`src/rtl/alu_control_seq.sv`:
```
// ALU control decoder with registered output and an iterative mult/div sequencer.
// Decodes alu_op/funct into an ALU control code and stalls issue while a mult/div runs.
module alu_control_seq #(
    parameter int MULDIV_CYCLES = 32,
    parameter int CTRL_W        = 4
) (
    input  logic              clk,
    input  logic              rst_n,
    input  logic              in_valid,
    output logic              in_ready,
    input  logic [2:0]        alu_op,
    input  logic [5:0]        funct,
    input  logic              flush,
    output logic [CTRL_W-1:0] ctrl_out,
    output logic              ctrl_valid,
    output logic              illegal,
    output logic              busy,
    output logic [1:0]        muldiv_op,
    output logic              hilo_we
);

    localparam int CNT_W = (MULDIV_CYCLES > 1) ? $clog2(MULDIV_CYCLES) : 1;

    typedef enum logic {IDLE, MULDIV} state_t;

    state_t             state, state_nxt;
    logic [CNT_W-1:0]   cnt, cnt_nxt;
    logic [3:0]         code;
    logic               bad;
    logic               is_md;
    logic               accept;

    assign busy     = (state == MULDIV);
    assign in_ready = !busy;
    assign accept   = in_valid & in_ready & !flush;
    assign hilo_we  = busy & (cnt == '0) & !flush;

    always_comb begin
        code  = 4'd15;
        bad   = 1'b0;
        is_md = 1'b0;
        case (alu_op)
            3'b000, 3'b011: code = 4'd2;
            3'b001:         code = 4'd6;
            3'b100:         code = 4'd0;
            3'b101:         code = 4'd1;
            3'b110:         code = 4'd7;
            3'b111:         code = 4'd14;
            default: begin
                casez (funct)
                    6'b100000, 6'b100001: code = 4'd2;
                    6'b100010, 6'b100011: code = 4'd6;
                    6'b100100:            code = 4'd0;
                    6'b100101:            code = 4'd1;
                    6'b100110:            code = 4'd13;
                    6'b100111:            code = 4'd12;
                    6'b101010:            code = 4'd7;
                    6'b101011:            code = 4'd8;
                    6'b000000:            code = 4'd3;
                    6'b000010:            code = 4'd4;
                    6'b000011:            code = 4'd5;
                    6'b0110??: begin
                        code  = 4'd9;
                        is_md = 1'b1;
                    end
                    default: begin
                        code = 4'd15;
                        bad  = 1'b1;
                    end
                endcase
            end
        endcase
    end

    always_comb begin
        state_nxt = state;
        cnt_nxt   = cnt;
        case (state)
            IDLE: begin
                if (accept && is_md) begin
                    state_nxt = MULDIV;
                    cnt_nxt   = CNT_W'(MULDIV_CYCLES - 1);
                end
            end
            default: begin
                // flush abandons the op; cnt==0 is the completion cycle
                if (flush || cnt == '0) begin
                    state_nxt = IDLE;
                    cnt_nxt   = '0;
                end else begin
                    cnt_nxt = cnt - CNT_W'(1);
                end
            end
        endcase
    end

    always_ff @(posedge clk or negedge rst_n) begin
        if (!rst_n) begin
            state      <= IDLE;
            cnt        <= '0;
            ctrl_out   <= '0;
            ctrl_valid <= 1'b0;
            illegal    <= 1'b0;
            muldiv_op  <= 2'b00;
        end else begin
            state      <= state_nxt;
            cnt        <= cnt_nxt;
            ctrl_valid <= accept;
            if (accept) begin
                ctrl_out <= CTRL_W'(code);
                illegal  <= bad;
                if (is_md) muldiv_op <= funct[1:0];
            end
        end
    end

endmodule

```
`config.mk`:
```
export PLATFORM = sky130hd
export DESIGN_NAME = alu_control_seq
export DESIGN_NICKNAME = d
export VERILOG_FILES = /design/src/rtl/alu_control_seq.sv
export SDC_FILE = /design/constraint.sdc
export NUM_CORES = 1
export LEC_CHECK = 0
export CAP_MARGIN = 40
export CORE_MARGIN = 2
export CORE_UTILIZATION = 40
export CTS_BUF_LIST = sky130_fd_sc_hd__clkbuf_8 sky130_fd_sc_hd__clkbuf_16
export DETAILED_ROUTE_END_ITERATION = 8
export GPL_ROUTABILITY_DRIVEN = 0
export GPL_TIMING_DRIVEN = 0
export PLACE_DENSITY_LB_ADDON = 0.15
export SLEW_MARGIN = 20
export SYNTH_ARGS = -nofsm -noshare
export SYNTH_HDL_FRONTEND = slang
export SYNTH_SLANG_ARGS = --single-unit
```
`constraint.sdc`:
```
create_clock -name clk -period 3.54 [get_ports clk]
set_input_delay 0.708 -clock clk [delete_from_list [all_inputs] [get_ports clk]]
set_output_delay 0.708 -clock clk [all_outputs]
set_load 0.005 [all_outputs]
```
==> impl_metrics.py <==
metrics = {
    "status": {
        "status": "completed",
    },
    "placement": {
        "numPortBuffers": 22,
        "dp_hpwl_um": 1470,
        "place_ws_ps": 817,
    },
    "finish": {
        "final_cell_mix": "clkdlybuf4s50_1 (22), dfrtp_1 (14), inv_1 (8), o21ai_0 (8)",
        "layout.nets": 140,
        "fillers": 213,
        "final_core_util_pct": 56.1,
        "area_growth_pct": 34.2,
        "drive_gt1_share_pct": 7.20,
        "layout_commonest_cell": "clkdlybuf4s50_1",
        "antenna_cells": 0,
    },
    "routing": {
        "antenna_left": 0,
        "via_per_inst": 5.55,
        "routed_wl_um": 1980,
        "vias": 849,
        "drc": 0,
        "wl_per_cell_um": 12.9,
        "drtIter0Drc": 5,
        "drt-pass1-iter-count": 4,
    },
    "timing": {
        "min_period_over_period_pct": 76.3,
        "hold_ws_ps": 484,
        "rsz0062_at_grt": "no",
        "slew_headroom_pct": 55.5,
        "maxClockFrequency_mhz": 370,
        "setup_tns_ps": 0,
        "setup_slack_ps": 839,
        "drv_slew": 0,
        "worst_slew_pin_slew_ps": 666,
        "hold_violations": 0,
        "setup_viol": 0,
        "min_period_ps": 2700,
        "fin_skew_ps": 2.75,
    },
    "cts": {
        "root_buffer": "clkbuf_8",
        "cts_tree": "done",
        "clkLatencyLatePin_ps": 240,
        "cts_htree_levels": 1,
        "path_clk_slew_ps": 60,
        "cts_resized": 0,
        "cts_setup_buffers": 0,
        "clock_sinks": 14,
        "clockBufferDepth": 2,
        "cts_hold_buf": 0,
        "cts_made_buffers": 3,
    },
    "die": {
        "coreArea_um2": 2170,
        "boundaryPins": 24,
        "row_count": 17,
        "die-height_um": 51.6,
        "die-area_um2": 2660,
        "die_x_um": 51.6,
        "start_util_pct": 41.8,
    },
    "power_and_ir_drop": {
        "peakVddDrop_v": 0.000341,
        "power.density_nw_per_um2": 406,
        "p_leak_uw": 0.000492,
    },
    "setup_path": {
        "critPathCaptureType": "output pin",
        "worst-setup-path-type": "register to output pin",
        "cp-start-kind": "register",
        "r2r_cells": 4,
        "crit_path_max_fanout": 4,
        "cp.required_ps": 2830,
        "cp.arrival_ps": 1990,
    },
    "run": {
        "drv_cap": 0,
    },
    "synth": {
        "synth-seq-cells": 14,
        "yosys_warnings": 0,
        "synthFlopType": "dfrtp_1",
        "yosysUniqueCellTypes": 41,
        "synth-edff-count": 0,
        "syn_nets": 113,
        "synth_seq_area_share_pct": 38.6,
        "synthesis.area_um2": 907,
        "synth_area_per_cell_um2": 9.16,
        "async_flop_share_pct": 100,
        "synthCells": 99,
    },
    "global_route": {
        "grt_start_max_net_pins": 15,
        "grt_pass1_vias": 792,
        "grt_first_pass_wirelength_um": 3370,
        "track_usage_pct": 16.9,
        "antenna_found_initial": 0,
        "grt_overflow": 0,
    },
    "hold_path": {
        "min_path_type": "register to register",
        "hold_depth": 2,
    },
}
## layout make-up
| cell class | instances | area, um2 | share of cell area (%) |
|---|---|---|---|
| Multi-Input combinational cell | 71 | 497 | 40.8 |
| Timing Repair Buffer | 22 | 220 | 18.1 |
| Sequential cell | 14 | 350 | 28.8 |
| Tap cell | 28 | 35.0 | 2.88 |
| Buffer | 6 | 30.0 | 2.47 |
| Inverter | 8 | 30.0 | 2.47 |
| Clock buffer | 4 | 55.1 | 4.52 |
## sequential cells by signal, summed over array words and instances, names as in the netlist
signal	cells
ctrl_out	4
muldiv_op	2
cnt	5
illegal	1
ctrl_valid	1
busy	1
## path summary, 6_finish.rpt
path	slack, ps	startpoint	to
setup / recovery	840	cnt[0]	hilo_we
hold / removal	480	ctrl_out[0]	ctrl_out[0]
setup reg to reg	1640	busy	muldiv_op[1]
hold reg to reg	480	ctrl_out[0]	ctrl_out[0]
max in group asynchronous	2240	rst_n	muldiv_op[0]
min in group asynchronous	870	rst_n	ctrl_out[2]
## power breakdown
part | switching (uW) | internal [uW]
Combinational | 59.9 | 68.4
Sequential | 23.9 | 188
Clock | 54.9 | 98.4
Total | 139 | 355
## worst max-delay path, stage by stage, from the launching register on
cell             delay (ps)
dfrtp_1                 400
inv_1                    70
ha_1                    140
inv_1                    50
or3_1                   350
nor4_1                  190
clkdlybuf4s50_1         540
## metal layers
metal  part of all wire, %  track usage [%]
met1                    45             21.4
met2                    49             26.7
met3                   5.4             6.03
met4                   1.1             5.70
met5                     0                0
## cell families after synthesis
kind of cell,synth area share (%)
AO/OA/AOI/OAI,24.0
AND/OR/NAND/NOR,24.0
buffers and inverters,6.62
flip-flops,38.6
multiplexers,4.41
XOR/XNOR,0.966
adder cells (fa/ha/maj),1.38
## through the flow
step | cells | cell area [um2] | total power, uW
2_1_floorplan | 99 | 907 | 287
3_5_place_dp | 149 | 1160 | 343
3_3_place_gp | 149 | 1160 | 339
6_report | 153 | 1220 | 494
5_1_grt | 153 | 1220 | 531
4_1_cts | 153 | 1220 | 501
## cells in the mapped netlist, types with 2 or more instances
cell type | n | share of area, %
dfrtp_1 | 14 | 39
inv_1 | 8 | 3.3
o21ai_0 | 8 | 4.4
clkbuf_1 | 5 | 2.1
nand2_1 | 5 | 2.1
a21oi_1 | 4 | 2.2
nor2_1 | 4 | 1.7
nor3_1 | 4 | 2.2
nor2b_1 | 3 | 2.1
o21bai_1 | 3 | 2.5
o31ai_1 | 3 | 2.5
a211oi_1 | 2 | 1.7
a31oi_1 | 2 | 1.4
mux2_4 | 2 | 3.3
nand3b_1 | 2 | 1.7
nor4_1 | 2 | 1.4
o211ai_1 | 2 | 1.7
o21ai_1 | 2 | 1.1
or3_1 | 2 | 1.4
No activity file was read; power rests on OpenSTA's default activity.
